--- src/rtl/flappy_pkg.sv ---
// Shared types and playfield constants for the flappy-bird game blocks.
// Pure declarations: no logic, no latency.
// Not applicable to flow control; consumers use these types directly.
package flappy_pkg;

    localparam int Y_W    = 8;    // width of a vertical coordinate
    localparam int Y_MAX  = 239;  // last visible row (floor)
    localparam int BIRD_H = 8;    // bird sprite height in rows

    typedef enum logic [1:0] {
        IDLE,
        FLY,
        HIT
    } state_t;

    // Vertical velocity in rows per tick, range -8..+8.
    typedef logic signed [4:0] vel_t;

endpackage

--- src/rtl/rise_edge.sv ---
// One-cycle rising-edge detector for button levels.
// Latency: combinational pulse in the cycle the level first reads high.
// No backpressure; the pulse is lost if nobody samples it that cycle.
//   clk   : system clock
//   reset : synchronous active-high, clears the history bit
//   in    : level input (already debounced)
//   pulse : high for the single cycle where in=1 and the delayed copy is 0
module rise_edge (
    input  logic clk,
    input  logic reset,
    input  logic in,
    output logic pulse
);

    logic in_d;

    always_ff @(posedge clk) begin
        if (reset) begin
            in_d <= 1'b0;
        end else begin
            in_d <= in;
        end
    end

    assign pulse = in & ~in_d;

endmodule

--- src/rtl/bird_physics.sv ---
// Per-frame bird engine: gravity/flap integration, ceiling/floor/pipe hits, score.
// Latency: bird_y/vel update on the edge ending the tick cycle; hits and score 1 cycle.
// No backpressure; the game manager gates progress with game_enable/game_reset.
//   clk, reset           : system clock, synchronous active-high reset
//   game_reset           : manager in ready state, restores reset values
//   game_enable          : manager in playing state
//   tick, flap           : frame strobe, debounced flap level
//   pipe_overlap, gap_*  : current pipe column and its open rows
//   pipe_passed          : pulse when a pipe clears the bird
//   bird_y, collision    : bird top row, sticky hit flag
//   score                : pipes passed, saturating at 255
module bird_physics
    import flappy_pkg::*;
#(
    parameter int Y_START  = 120,
    parameter int GRAVITY  = 1,
    parameter int FLAP_VEL = -6,
    parameter int V_MAX    = 8
) (
    input  logic           clk,
    input  logic           reset,
    input  logic           game_reset,
    input  logic           game_enable,
    input  logic           tick,
    input  logic           flap,
    input  logic           pipe_overlap,
    input  logic [Y_W-1:0] gap_top,
    input  logic [Y_W-1:0] gap_bot,
    input  logic           pipe_passed,
    output logic [Y_W-1:0] bird_y,
    output logic           collision,
    output logic [7:0]     score
);

    // Lowest legal top row: the sprite's bottom row sits on Y_MAX.
    localparam logic signed [Y_W+1:0] Y_LOW    = (Y_W+2)'(Y_MAX - BIRD_H + 1);
    localparam logic [Y_W-1:0]        Y_RST    = Y_W'(Y_START);
    localparam logic signed [5:0]     GRAV6    = 6'(GRAVITY);
    localparam logic signed [5:0]     VMAX6    = 6'(V_MAX);
    localparam vel_t                  FLAP_V   = vel_t'(FLAP_VEL);
    localparam logic [Y_W:0]          BOT_OFS  = (Y_W+1)'(BIRD_H - 1);

    state_t         state, state_nx;
    vel_t           vel, vel_nx;
    logic [Y_W-1:0] y_nx;
    logic           coll_nx;
    logic [7:0]     score_nx;
    logic           latch, latch_nx;
    logic           flap_pulse;

    // The edge history is part of the game state, so a restart clears it too.
    rise_edge u_flap_edge (
        .clk   (clk),
        .reset (reset | game_reset),
        .in    (flap),
        .pulse (flap_pulse)
    );

    // Velocity for this tick: a pending or same-cycle flap overrides gravity.
    logic signed [5:0]     vel_ext, vel_inc;
    vel_t                  vel_tick;
    logic signed [Y_W+1:0] y_ext, v_ext, y_sum;
    logic                  hit_top, hit_floor;
    logic [Y_W-1:0]        y_clamp;
    logic [Y_W:0]          bird_bot;
    logic                  pipe_hit;

    always_comb begin
        vel_ext  = {vel[4], vel};
        vel_inc  = vel_ext + GRAV6;
        if (latch || flap_pulse) begin
            vel_tick = FLAP_V;
        end else if (vel_inc > VMAX6) begin
            vel_tick = VMAX6[4:0];
        end else begin
            vel_tick = vel_inc[4:0];
        end

        // Two guard bits keep both the negative and the past-floor overshoot visible.
        y_ext     = {2'b00, bird_y};
        v_ext     = {{(Y_W-3){vel_tick[4]}}, vel_tick};
        y_sum     = y_ext + v_ext;
        hit_top   = (y_sum < 0);
        hit_floor = (y_sum > Y_LOW);
        if (hit_top) begin
            y_clamp = '0;
        end else if (hit_floor) begin
            y_clamp = Y_LOW[Y_W-1:0];
        end else begin
            y_clamp = y_sum[Y_W-1:0];
        end

        // Pipe test uses the registered position, one bit wider for the bottom row.
        bird_bot = {1'b0, bird_y} + BOT_OFS;
        pipe_hit = pipe_overlap && ((bird_y < gap_top) || (bird_bot > {1'b0, gap_bot}));
    end

    always_comb begin
        state_nx = state;
        y_nx     = bird_y;
        vel_nx   = vel;
        coll_nx  = collision;
        score_nx = score;
        latch_nx = latch;

        if (game_reset) begin
            state_nx = IDLE;
            y_nx     = Y_RST;
            vel_nx   = '0;
            coll_nx  = 1'b0;
            score_nx = '0;
            latch_nx = 1'b0;
        end else begin
            case (state)
                IDLE: begin
                    if (game_enable) begin
                        state_nx = FLY;
                    end
                end
                FLY: begin
                    // With game_enable low the manager is in its done state: hold.
                    if (game_enable) begin
                        if (tick) begin
                            vel_nx   = vel_tick;
                            y_nx     = y_clamp;
                            latch_nx = 1'b0;
                        end else if (flap_pulse) begin
                            latch_nx = 1'b1;
                        end

                        // A hit in the same cycle as a pass suppresses the increment.
                        if (pipe_hit || (tick && (hit_top || hit_floor))) begin
                            coll_nx  = 1'b1;
                            state_nx = HIT;
                        end else if (pipe_passed && (score != 8'hFF)) begin
                            score_nx = score + 8'd1;
                        end
                    end
                end
                HIT: begin
                    // Frozen until the manager restarts the game.
                end
                default: begin
                    state_nx = IDLE;
                end
            endcase
        end
    end

    always_ff @(posedge clk) begin
        if (reset) begin
            state     <= IDLE;
            bird_y    <= Y_RST;
            vel       <= '0;
            collision <= 1'b0;
            score     <= '0;
            latch     <= 1'b0;
        end else begin
            state     <= state_nx;
            bird_y    <= y_nx;
            vel       <= vel_nx;
            collision <= coll_nx;
            score     <= score_nx;
            latch     <= latch_nx;
        end
    end

endmodule

--- config.mk ---
export PLATFORM = sky130hd
export DESIGN_NAME = bird_physics
export DESIGN_NICKNAME = d
export VERILOG_FILES = /design/src/rtl/flappy_pkg.sv /design/src/rtl/rise_edge.sv /design/src/rtl/bird_physics.sv
export SDC_FILE = /design/constraint.sdc
export NUM_CORES = 1
export LEC_CHECK = 0
export BUFFER_PORTS_ARGS = -buffer_cell sky130_fd_sc_hd__clkbuf_2
export CORE_AREA = 2 2 66 68
export DETAILED_ROUTE_END_ITERATION = 12
export DIE_AREA = 0 0 68 70
export PLACE_DENSITY = 0.83
export RECOVER_POWER = 50
export SLEW_MARGIN = 20
export SYNTH_ARGS = -nofsm -noshare
export SYNTH_HDL_FRONTEND = slang
export SYNTH_SLANG_ARGS = --single-unit
--- constraint.sdc ---
create_clock -name clk -period 9.7 [get_ports clk]
set_clock_uncertainty 0.1 [all_clocks]
set_input_delay 0.97 -clock clk [delete_from_list [all_inputs] [get_ports clk]]
set_output_delay 0.97 -clock clk [all_outputs]
set_load 0.02 [all_outputs]
* Word level (Yosys, flattened, before mapping)
Cells that the tools add are included.
W data, S select, Z words.
** Operators by class
- Add/sub/neg operators :: 4
- Multipliers :: 0
- Div/mod/pow operators :: 0
- $lt $le $gt $ge :: 5
- Eq/ne operators :: 6
- Shift operators :: 0
- Muxes and demuxes :: 10
- Bitwise logic cells :: 5
- Reduce and logical (&&, ||, !) cells :: 15
** Operators with widths (number)
- $mux W8 :: 2
- $add A9 B5 Y10 :: 1
- $gt A10 B9 Y1 const B :: 1
- $lt A10 B1 Y1 const B :: 1
- $mux W5 :: 2
- $add A8 B3 Y9 const B :: 1
- $gt A9 B8 Y1 :: 1
- $reduce_and A3 Y1 :: 3
- $add A8 B1 Y8 const B :: 1
- $lt A8 B8 Y1 :: 1
- $ne A8 B8 Y1 const B :: 1
- $reduce_and A4 Y1 :: 2
- $add A5 B2 Y6 const B :: 1
- $gt A6 B5 Y1 const B :: 1
- $mux W2 :: 3
- $ne A2 B2 Y1 const B :: 3
- $pmux W2 S3 :: 1
- $logic_or A1 B1 Y1 :: 4
- $logic_and A1 B1 Y1 :: 3
- $not A1 Y1 :: 3
- $eq A2 B1 Y1 const B :: 1
- $eq A2 B2 Y1 const B :: 1
- $logic_not A2 Y1 :: 1
- $mux W1 :: 2
- other kinds (4) :: 4
** Storage, ports and cells
- Register bits after elaboration :: 26
- Bits in latches :: 0
- Bits in writable memories :: 0
- Bits in read-only memories :: 0
- Input bits :: 24
- Output and inout port bits :: 17
- Logic and storage cells :: 52
- Memories :: 0

* Logic depth before layout (Yosys ltp)
Gate-level depths: netlist of run 1.
- Depth in word-level cells :: 12
- Gate-level depth with buffers :: 16
- Depth with buffers taken out :: 15

* Cells and area by module
From an unflattened synthesis of run 1, not the netlist that was laid out.
** Unflattened totals
- Cells, all modules :: 288
- Area, all modules :: 2329.7 um2
** Modules (own cells, without submodules)
- bird_physics :: instances 1, cells an instance 285, area each 2282.2 um2, sequential area each 500.5 um2
- rise_edge :: instances 1, cells an instance 3, area each 47.5 um2, sequential area each 20.0 um2

* Worst setup path after synthesis of run 1
OpenSTA, ideal clock, no wires.
- Kind :: input to register
- Start :: in flap
- End :: reg score[0]
- Setup time :: 0.072 ns
- Arrival time :: 3.731 ns
- Required time :: 9.528 ns
- Setup slack :: 5.798 ns
- Stages on the path :: 14
- Path buffers :: 1
- Cell sequence :: a21oi_1 -> o31ai_1 -> nor2_1 -> ha_1 -> inv_1 -> fa_1 -> nand2b_1 -> a21oi_1 -> o41ai_1 -> or3_4 -> a31o_4 -> buf_6 -> a211oi_4 -> mux2i_1
** On the way
- Cells in the longest elaborated chain, start to end :: 10
- Elaborated cells on any way between the ends :: 11
- Classes of those cells :: add/sub (1); order compare (2); mux (1); bitwise (2); reduce/logical (5)
** RTL lines
- start, declared :: line bird_physics.sv:25 : input logic flap,
- $and A1 B1 Y1 * :: line rise_edge.sv:25 : assign pulse = in & ~in_d;
- $logic_or A1 B1 Y1 * :: line bird_physics.sv:71 : if (latch || flap_pulse) begin
- $mux W5 * :: line bird_physics.sv:71
- net vel_tick[0] :: line bird_physics.sv:61 : vel_t vel_tick;
- $add A9 B5 Y10 * :: line bird_physics.sv:82 : y_sum = y_ext + v_ext;
- $lt A10 B1 Y1 or $gt A10 B9 Y1 (tied branches) :: line bird_physics.sv:83, bird_physics.sv:84
- $logic_or A1 B1 Y1 * :: line bird_physics.sv:132 : if (pipe_hit || (tick && (hit_top || hit_floor))) begin
- $logic_and A1 B1 Y1 * :: line bird_physics.sv:132
- $logic_or A1 B1 Y1 * :: line bird_physics.sv:132
- $not A1 Y1 (no line) *
- $reduce_and A4 Y1 (no line) *
- end signal, assigned :: line bird_physics.sv:163 : score <= score_nx;
- end, declared :: line bird_physics.sv:32 : output logic [7:0] score
The timed path passes the listed nets; every way through them passes the cells marked *.
A chain may end at the register's enable or synchronous reset.

* Worst setup path in the final report of run 1
- Start :: reg vel[2]
- End :: reg score[5]
** On the way
- Cells in the longest elaborated chain, start to end :: 11
- Elaborated cells on any way between the ends :: 12
- Classes of those cells :: add/sub (2); order compare (3); mux (2); bitwise (1); reduce/logical (4)
** RTL lines
- start, declared :: line bird_physics.sv:44 : vel_t vel, vel_nx;
- start signal, assigned :: line bird_physics.sv:161 : vel <= vel_nx;
- $add A5 B2 Y6 * :: line bird_physics.sv:70 : vel_inc = vel_ext + GRAV6;
- $gt A6 B5 Y1 * :: line bird_physics.sv:73 : end else if (vel_inc > VMAX6) begin
- $mux W5 * :: line bird_physics.sv:73
- $mux W5 * :: line bird_physics.sv:71
- net vel_tick[1] :: line bird_physics.sv:61
- $add A9 B5 Y10 * :: line bird_physics.sv:82
- $lt A10 B1 Y1 or $gt A10 B9 Y1 (tied branches) :: line bird_physics.sv:83, bird_physics.sv:84
- $logic_or A1 B1 Y1 * :: line bird_physics.sv:132
- $logic_and A1 B1 Y1 * :: line bird_physics.sv:132
- $logic_or A1 B1 Y1 * :: line bird_physics.sv:132
- $not A1 Y1 (no line) *
- $reduce_and A4 Y1 (no line) *
Marked as above.

==> flow_summary.yaml, run 1 <==
cts:
  htree_levels: 1
  path_clk_slew_ns: 0.10
  cts.sinks: 26
  post_cts_buffers: 0
  root_buffer: "clkbuf_8"
  ctsHoldBuffers: 0
  cts_made_buffers: 3
  insertion_delay_ns: 0.28
  ctsResizeCount: 0
  cts_buffer_depth: 2
  cts_tree: "yes"
pwr:
  powerDensity_nw_per_um2: 98.2
  total_leakage_power_nw: 1.08
  vdd.ir_drop.worst_uv: 90.1
setup_path:
  reg2reg_slack_ns: 5.50
  timing.rr.end: "score[5]$_SDFFE_PP0P_"
  cp-start-kind: "flip-flop"
  critPathRequiredTime_ns: 9.82
  crit_type: "flip-flop to flip-flop"
  crit_arrival_ns: 4.32
  r2r.worst_path.cells: 14
  reg2reg_from: "vel[2]$_SDFFE_PP0P_"
  crit_fanout: 12
  crit_path_end_kind: "flip-flop"
cells_and_area:
  fin_cells: 383
  mostFrequentLayoutCells: "nand2_1, inv_1, ha_1"
  stdcell_area_um2: 2630
  diodes: 0
  layout_commonest_cell: "nand2_1"
  final_nets: 385
  synthToLayoutAreaGrowth_pct: 12.0
  drive_above_1_share_pct: 13.3
floorplanning:
  coreArea_um2: 4140
  rows: 24
  start_util_pct: 56.7
  die_area_um2: 4760
  pin_count: 41
  die_h_um: 70
  die_w_um: 68
sta:
  finalSetupViolations: 0
  finalCriticalPeriod_ns: 4.20
  rsz0062_at_grt: "no"
  hold_viol: 0
  max_slew_margin_pct: 47.0
  setup_tns_ns: 0
  worst_pin_slew_ns: 0.791
  drv_slew: 0
  fmax_ghz: 0.238
  fin_crit_sh_pct: 43.3
min_path:
  hold_depth: 2
  hold_end: "collision$_SDFFE_PP0P_"
  hp-start: "collision$_SDFFE_PP0P_"
  hold_class: "flip-flop to flip-flop"
global_routing:
  grt_overflow: 0
  track_usage_pct: 22.3
  grt_max_degree: 18
  antenna_found_initial: 0
  grt_pass1_wl_mm: 8.48
  grt_pass1_vias: 2019
detailed_routing:
  firstDrtPassIters: 4
  vias: 2153
  via_per_inst: 5.62
  postRouteAntennaNets: 0
  wl_per_cell_um: 12.9
  drc: 0
  wl_mm: 4.96
  drt_iter0_markers: 48
logic_synthesis:
  avgSynthCellArea_um2: 7.99
  ys.flop_type: "dfxtp_1"
  syn_inst: 294
  synth_nets: 347
  netlist_area_um2: 2350
  async_reset_ff_share_pct: 0
  synth_edf_count: 0
  ys_types: 53
  ys_warn_count: 0
  synth_seq_cells: 26
  seq_area_frac_synth_pct: 22.2
place:
  placed_cell_area_um2: 2580
  place.gp.congestion: 0.877
  dp_cells: 379
  io_buffers: 40
  dp_hpwl_mm: 3.86
outcome:
  status: "finished clean"
run:
  cap_viol_max_count: 0
## metrics by stage
stage / worst slack (ns) / utilization [%] / hold slack (ns) / total power [W]
2_1_floorplan: 5.80 / - / 0.358 / 0.000155
3_3_place_gp: 5.43 / 62.3 / 0.343 / 0.000166
3_5_place_dp: 5.32 / 62.3 / 0.352 / 0.000168
4_1_cts: 5.48 / 64.0 / 0.366 / 0.000259
5_1_grt: 5.18 / 63.5 / 0.400 / 0.000270
6_report: 5.50 / 63.5 / 0.359 / 0.000258
## worst max-delay path, cell delays in order (launching register included)
cell	delay, ns
dfxtp_1	0.46
and3_4	0.24
nand2_1	0.06
and2_1	0.17
or3_1	0.32
a21boi_0	0.43
inv_1	0.09
ha_1	0.32
a211oi_4	0.41
nor2_1	0.13
o21ba_2	0.23
o2111a_1	0.26
a31o_4	0.28
a2111oi_2	0.40
mux2i_1	0.21
## cell usage after synthesis, types with 2 or more instances
library cell | instances | area share (%)
or3_1 | 11 | 2.9
o21ai_1 | 7 | 1.5
o21ai_0 | 7 | 1.5
a211oi_4 | 2 | 1.7
nor3_1 | 3 | 0.64
xor2_1 | 5 | 1.9
o22ai_1 | 2 | 0.53
o2111a_1 | 2 | 0.96
nor2_1 | 18 | 2.9
nand2b_1 | 4 | 1.1
a21boi_1 | 2 | 0.64
a211oi_1 | 6 | 1.9
a21oi_1 | 24 | 5.1
xnor2_1 | 8 | 3.0
nor2b_1 | 4 | 1.1
inv_1 | 30 | 4.8
a2111oi_2 | 2 | 1.3
or2_2 | 2 | 0.53
nand4_1 | 3 | 0.80
and3b_1 | 2 | 0.75
and2_1 | 3 | 0.80
mux2i_1 | 8 | 3.4
clkbuf_1 | 5 | 0.80
dfxtp_1 | 26 | 22
o211ai_1 | 2 | 0.64
o31ai_1 | 2 | 0.64
nand3_1 | 7 | 1.5
nand2_1 | 33 | 5.3
a21o_1 | 2 | 0.64
ha_1 | 28 | 15
and3_1 | 8 | 2.1
a211oi_2 | 5 | 2.7
## worst max path at each step
stage                        start                    end  slack (ns)  cells after the start
3_3_place_gp                  flap  score[5]$_SDFFE_PP0P_        5.43                     14
4_1_cts        vel[2]$_SDFFE_PP0P_  score[5]$_SDFFE_PP0P_        5.48                     14
3_5_place_dp                  flap  score[5]$_SDFFE_PP0P_        5.32                     14
6_report       vel[2]$_SDFFE_PP0P_  score[5]$_SDFFE_PP0P_        5.50                     14
2_1_floorplan                 flap  score[0]$_SDFFE_PP0P_        5.80                     14
5_1_grt        vel[0]$_SDFFE_PP0P_  score[5]$_SDFFE_PP0P_        5.18                     15
## logic make-up (layout without fill, tap and decap cells)
logic type / count (synthesis) / after routing / synth area share (%)
adders and majority gates: 29 / 29 / 15.8
AOI/OAI and AO/OA: 76 / 76 / 24.7
buffers and inverters: 37 / 74 / 6.23
and+or+nand+nor: 105 / 105 / 22.9
muxes: 8 / 8 / 3.41
DFF: 26 / 26 / 22.2
xor gates and xnor gates: 13 / 13 / 4.85
## final cells by class
class	count	area, µm²
Tap cell	52	65.1
Clock buffer	3	41.3
Clock inverter	1	30.0
Sequential cell	26	520
Inverter	30	113
Multi-Input combinational cell	231	1680
Timing Repair Buffer	40	179
Fill cell	365	1510
## where the power goes
part	internal [W]	switching [W]
registers	0.000108	0.000000957
clock network	0.0000554	0.0000375
logic	0.0000228	0.0000341
total	0.000186	0.0000726
## state kept, by name (all words and copies together), names as in the netlist
name	count
state	2
vel	5
bird_y	8
collision	1
latch	1
u_flap_edge.in_d	1
score	8
## metal layers
layer  track usage [%]  routed length, µm  up-vias
li1                  -                  -     1126
met1              26.9               2190      963
met2              40.6               2490       57
met3              2.42                214        7
met4              6.00                 64        0
met5                 0                  0        -
Note: power is estimated with default switching activity, not from simulation.
==> run 2, diff against run 1 <==
--- a/config.mk
+++ b/config.mk
@@ -6,10 +6,10 @@
 export NUM_CORES = 1
 export LEC_CHECK = 0
 export BUFFER_PORTS_ARGS = -buffer_cell sky130_fd_sc_hd__clkbuf_2
-export CORE_AREA = 2 2 66 68
+export CORE_AREA = 2 2 68 70
 export DETAILED_ROUTE_END_ITERATION = 12
-export DIE_AREA = 0 0 68 70
-export PLACE_DENSITY = 0.83
+export DIE_AREA = 0 0 70 72
+export PLACE_DENSITY = 0.78
 export RECOVER_POWER = 50
 export SLEW_MARGIN = 20
 export SYNTH_ARGS = -nofsm -noshare
==> constraint.sdc (replaced) <==
create_clock -name clk -period 4.15 [get_ports clk]
set_clock_uncertainty 0.1 [all_clocks]
set_input_delay 0.415 -clock clk [delete_from_list [all_inputs] [get_ports clk]]
set_output_delay 0.415 -clock clk [all_outputs]
set_load 0.02 [all_outputs]
==> flow_summary.yaml, run 2 (same netlist as run 1, synthesis figures left out) <==
detailed_routing:
  vias: 2255
  drc: 0
  drt_iter0_markers: 78
  firstDrtPassIters: 4
  wl_mm: 5.32
  postRouteAntennaNets: 0
  wl_per_cell_um: 13.8
  via_per_inst: 5.86
cts:
  cts_made_buffers: 3
  cts_tree: "yes"
  post_cts_buffers: 0
  cts_buffer_depth: 2
  cts.sinks: 26
  insertion_delay_ns: 0.28
  htree_levels: 1
  path_clk_slew_ns: 0.10
  root_buffer: "clkbuf_8"
  ctsHoldBuffers: 0
sta:
  finalCriticalPeriod_ns: 4.02
  fmax_ghz: 0.249
  layout_setup_ws_ns: 0.130
  worst_pin_slew_ns: 0.804
  max_slew_margin_pct: 46.2
  setup_tns_ns: 0
  drv_slew: 0
  finalSetupViolations: 0
  fin_crit_sh_pct: 96.9
  hold_viol: 0
global_routing:
  grt_overflow: 0
  antenna_found_initial: 0
  grt_pass1_wl_mm: 8.82
  grt_pass1_vias: 2112
  grt_max_degree: 18
  track_usage_pct: 21.3
cells_and_area:
  mostFrequentLayoutCells: "nand2_1, inv_1, ha_1"
  drive_above_1_share_pct: 15.9
  top_regs: "bird_y x8, score x8, vel x5"
  utilization_pct: 63.1
  fin_cells: 385
  synthToLayoutAreaGrowth_pct: 14.5
  diodes: 0
  final_nets: 387
  layout_commonest_cell: "nand2_1"
floorplanning:
  die_h_um: 72
  die_area_um2: 5040
  coreArea_um2: 4260
  die_w_um: 70
  pin_count: 41
  start_util_pct: 55.1
  rows: 24
setup_path:
  cp-start-kind: "flip-flop"
  crit_arrival_ns: 4.14
  critPathRequiredTime_ns: 4.27
  crit_type: "flip-flop to flip-flop"
  crit_fanout: 12
  crit_path_end_kind: "flip-flop"
outcome:
  status: "finished clean"
pwr:
  powerDensity_nw_per_um2: 230
  p_sw_share_pct: 29.1
  intPower_w: 0.000438
  combinationalPowerShare_pct: 23.2
  vdd.ir_drop.worst_uv: 131
  p_seq_share_pct: 41.1
  total_leakage_power_nw: 1.09
  clockPowerShare_pct: 35.7
  power_w: 0.000618
  p_switching_w: 0.000180
run:
  cap_viol_max_count: 0
place:
  dp_worst_setup_slack_ns: 0.188
  dp_hpwl_mm: 3.95
  dp_cells: 381
  place.gp.congestion: 0.914
  io_buffers: 40
min_path:
  hold_class: "primary input to flip-flop"
## run 2: changes by cell type in the layout (fill, tap and decap cells not counted), sizes merged
cell  previous run  this run
buf              0         2
## run 2: path summary, 6_finish.rpt
check	from	to	slack [ns]	cells past startpoint
worst max register to register	vel[0]$_SDFFE_PP0P_	score[5]$_SDFFE_PP0P_	0.13	14
worst max-delay path	vel[0]$_SDFFE_PP0P_	score[5]$_SDFFE_PP0P_	0.13	14
worst min register to register	collision$_SDFFE_PP0P_	collision$_SDFFE_PP0P_	0.35	2
worst min-delay path	flap	u_flap_edge.in_d$_SDFF_PP0_	0.24	2
## run 2: cell type report
cell class,count,area [µm²]
clock inverters,1,30.0
flip-flops and latches,26,524
fillers,386,1580
inverters,30,113
well taps,52,65.1
repair buffers,42,193
multi-input cells,231,1720
clock buffers,3,41.3
## run 2: routing by layer
layer | track usage, % | vias to the layer above | wire (µm)
met3 | 2.50 | 9 | 274
met4 | 8.55 | 0 | 91
li1 | - | 1122 | -
met2 | 40.4 | 66 | 2670
met5 | 0 | - | 0
met1 | 24.4 | 1058 | 2280
## run 2: timing repair
action / in CTS / in global routing
resized for setup: 0 / 11
endpoints found under the setup margin: 0 / 14
hold endpoints to repair: 0 / 0
## run 2: critical path, cell delays in order (launching register included)
cell,delay (ns)
dfxtp_2,0.37
ha_1,0.23
a21oi_1,0.18
o22ai_1,0.13
or3_1,0.41
a21boi_1,0.19
inv_1,0.07
ha_1,0.31
a211oi_4,0.38
o21ai_4,0.14
a211oi_4,0.31
nand3_1,0.17
a31o_4,0.34
a2111oi_2,0.41
mux2i_1,0.21
## run 2: power groups by stage
stage	sequential, W	clock [W]	combinational, W
2_1_floorplan	0.000260	0	0.000102
3_3_place_gp	0.000259	0	0.000132
3_5_place_dp	0.000260	0	0.000136
4_1_cts	0.000254	0.000221	0.000137
5_1_grt	0.000254	0.000229	0.000160
6_report	0.000254	0.000220	0.000143
## run 2: through the flow
| stage | cell area (µm²) | hold slack [ns] |
|---|---|---|
| 6_report | 2690 | 0.242 |
| 5_1_grt | 2690 | 0.256 |
| 4_1_cts | 2670 | 0.246 |
| 3_5_place_dp | 2590 | 0.342 |
| 3_3_place_gp | 2590 | 0.340 |
| 2_1_floorplan | 2350 | 0.358 |
==> run 3, diff against run 2 <==
--- a/config.mk
+++ b/config.mk
@@ -5,11 +5,12 @@
 export SDC_FILE = /design/constraint.sdc
 export NUM_CORES = 1
 export LEC_CHECK = 0
+export ABC_AREA = 1
 export BUFFER_PORTS_ARGS = -buffer_cell sky130_fd_sc_hd__clkbuf_2
-export CORE_AREA = 2 2 68 70
+export CORE_AREA = 2 2 67 69
 export DETAILED_ROUTE_END_ITERATION = 12
-export DIE_AREA = 0 0 70 72
-export PLACE_DENSITY = 0.78
+export DIE_AREA = 0 0 69 71
+export PLACE_DENSITY = 0.88
 export RECOVER_POWER = 50
 export SLEW_MARGIN = 20
 export SYNTH_ARGS = -nofsm -noshare
==> flow_summary.yaml, run 3 <==
setup_path:
  critPathRequiredTime_ns: 4.23
  crit_arrival_ns: 3.64
  crit_path_end_kind: "flip-flop"
  cp-start-kind: "flip-flop"
  crit_fanout: 9
  crit_type: "flip-flop to flip-flop"
sta:
  setup_tns_ns: 0
  worst_pin_slew_ns: 0.584
  rsz0062_at_grt: "no"
  hold_viol: 0
  fin_crit_sh_pct: 85.7
  timing.hold.ws_ns: 0.269
  drv_slew: 0
  fmax_ghz: 0.281
  finalCriticalPeriod_ns: 3.56
  finalSetupViolations: 0
  max_slew_margin_pct: 60.9
detailed_routing:
  drc: 0
  drt_iter0_markers: 151
  via_per_inst: 5.19
  wl_per_cell_um: 11.8
  firstDrtPassIters: 4
  wl_mm: 5.01
  vias: 2209
  postRouteAntennaNets: 0
logic_synthesis:
  async_reset_ff_share_pct: 0
  netlist_area_um2: 2240
  ys.flop_type: "dfxtp_1"
  seq_area_frac_synth_pct: 23.2
  ys_types: 35
  syn_inst: 333
  synth_seq_cells: 26
  synth_nets: 386
  avgSynthCellArea_um2: 6.73
  ys_warn_count: 0
  yosysTopAreaCell: "dfxtp_1"
  yosysTopAreaCellShare_pct: 23.2
  synth.top_cells.by_count: "nand2_1, inv_1, ha_1"
  synth.most_common_cell: "nand2_1"
  synth_edf_count: 0
  synthTopCellsByArea: "dfxtp_1, ha_1, nand2_1"
place:
  place.gp.congestion: 0.870
  dp_hpwl_mm: 4.20
  placed_cell_area_um2: 2500
  io_buffers: 40
cells_and_area:
  synthToLayoutAreaGrowth_pct: 12.2
  final_nets: 429
  top_regs: "bird_y x8, score x8, vel x5"
  drive_above_1_share_pct: 10.2
  mostFrequentLayoutCells: "nand2_1, inv_1, ha_1"
  n_fill_cell: 413
  diodes: 0
  layout_commonest_cell: "nand2_1"
  stdcell_area_um2: 2520
global_routing:
  grt_max_degree: 20
  grt_pass1_vias: 2035
  grt_pass1_wl_mm: 8.55
  antenna_found_initial: 0
  track_usage_pct: 20.9
  grt_overflow: 0
cts:
  root_buffer: "clkbuf_8"
  cts.sinks: 26
  ctsResizeCount: 0
  ctsHoldBuffers: 0
  cts_made_buffers: 3
  insertion_delay_ns: 0.27
  path_clk_slew_ns: 0.09
  post_cts_buffers: 0
  htree_levels: 1
  cts_buffer_depth: 2
  cts_tree: "yes"
floorplanning:
  pin_count: 41
  coreArea_um2: 4200
  die_h_um: 71
  die_area_um2: 4900
  die_w_um: 69
  rows: 24
  start_util_pct: 53.3
pwr:
  p_seq_share_pct: 49.3
  total_leakage_power_nw: 1.26
  p_sw_share_pct: 29.6
  combinationalPowerShare_pct: 23.7
  p_switching_w: 0.000152
  powerDensity_nw_per_um2: 204
  power_w: 0.000513
  vdd.ir_drop.worst_uv: 229
  intPower_w: 0.000361
  clockPowerShare_pct: 27.0
run:
  cap_viol_max_count: 0
min_path:
  hold_class: "primary input to flip-flop"
outcome:
  status: "finished clean"
## run 3: changes by cell type after synthesis, sizes merged, moves of 5 or more
cell and change:
o21ai -5, mux2i -8, inv +37, nand3 +11
nor2 +6, nand4 +11, nand2 +44, or3 -12
xor2 +9, xnor2 -6, a211oi -12, and3 -9
a21oi +5
## run 3: cells by family (layout without fill, tap and decap cells)
group / count (synthesis) / after routing / share of synthesized area (%)
AOI/OAI and AO/OA: 53 / 53 / 14.1
xor gates and xnor gates: 16 / 16 / 6.25
adders and majority gates: 29 / 29 / 16.5
buffers and inverters: 70 / 111 / 11.8
DFF: 26 / 26 / 23.2
and+or+nand+nor: 139 / 139 / 28.2
## run 3: final timing paths
| path | startpoint | end | slack [ns] | cells after the start |
|---|---|---|---|---|
| worst max register to register | vel[0]$_SDFFE_PP0P_ | score[3]$_SDFFE_PP0P_ | 0.59 | 21 |
| worst max-delay path | vel[0]$_SDFFE_PP0P_ | score[3]$_SDFFE_PP0P_ | 0.59 | 21 |
| worst min-delay path | flap | u_flap_edge.in_d$_SDFF_PP0_ | 0.27 | 3 |
| worst min register to register | latch$_SDFFE_PP0P_ | latch$_SDFFE_PP0P_ | 0.38 | 2 |
## run 3: power groups by stage
stage          Clock (W)  Sequential, W  Combinational, W
2_1_floorplan          0       0.000259         0.0000886
3_3_place_gp           0       0.000259          0.000117
3_5_place_dp           0       0.000259          0.000121
4_1_cts         0.000143       0.000253          0.000122
5_1_grt         0.000153       0.000253          0.000140
6_report        0.000139       0.000253          0.000122
## run 3: cell type report
cell class | instances | area [µm²] | area share [%]
well taps | 52 | 65.1 | 2.59
clock buffers | 3 | 41.3 | 1.64
multi-input cells | 237 | 1460 | 57.8
flip-flops and latches | 26 | 520 | 20.7
repair buffers | 40 | 179 | 7.11
inverters | 68 | 255 | 10.1
## run 3: critical path, stage by stage (launching register included)
cell     delay, ns
dfxtp_1       0.36
ha_1          0.24
xnor2_1       0.19
a21o_1        0.15
a21oi_1       0.08
nor2_1        0.09
inv_1         0.06
nor2_1        0.13
ha_1          0.21
inv_1         0.06
fa_1          0.41
xor2_1        0.25
nand2_1       0.07
nand3_1       0.08
nand2_1       0.06
nand4_1       0.11
nand2_1       0.06
nand2_1       0.12
nand3_2       0.11
a21oi_4       0.25
nand4_1       0.13
a21oi_1       0.16
## run 3: layer usage
| layer | vias up | part of all wire, % | track usage (%) |
|---|---|---|---|
| met5 | - | 0 | 0 |
| met4 | 0 | 1.2 | 4.36 |
| met3 | 7 | 4.1 | 2.14 |
| met2 | 51 | 49 | 39.2 |
| met1 | 983 | 45 | 25.8 |
| li1 | 1168 | - | - |
## run 3: per-stage QoR
step                      setup WS [ns]  cells  util (%)
after global placement            0.791    423      59.4
after detailed placement          0.642    423      59.4
after floorplan                    1.04    333         -
final                             0.594    426      59.9
after CTS                         0.616    426      60.4
after global routing              0.241    426      59.9
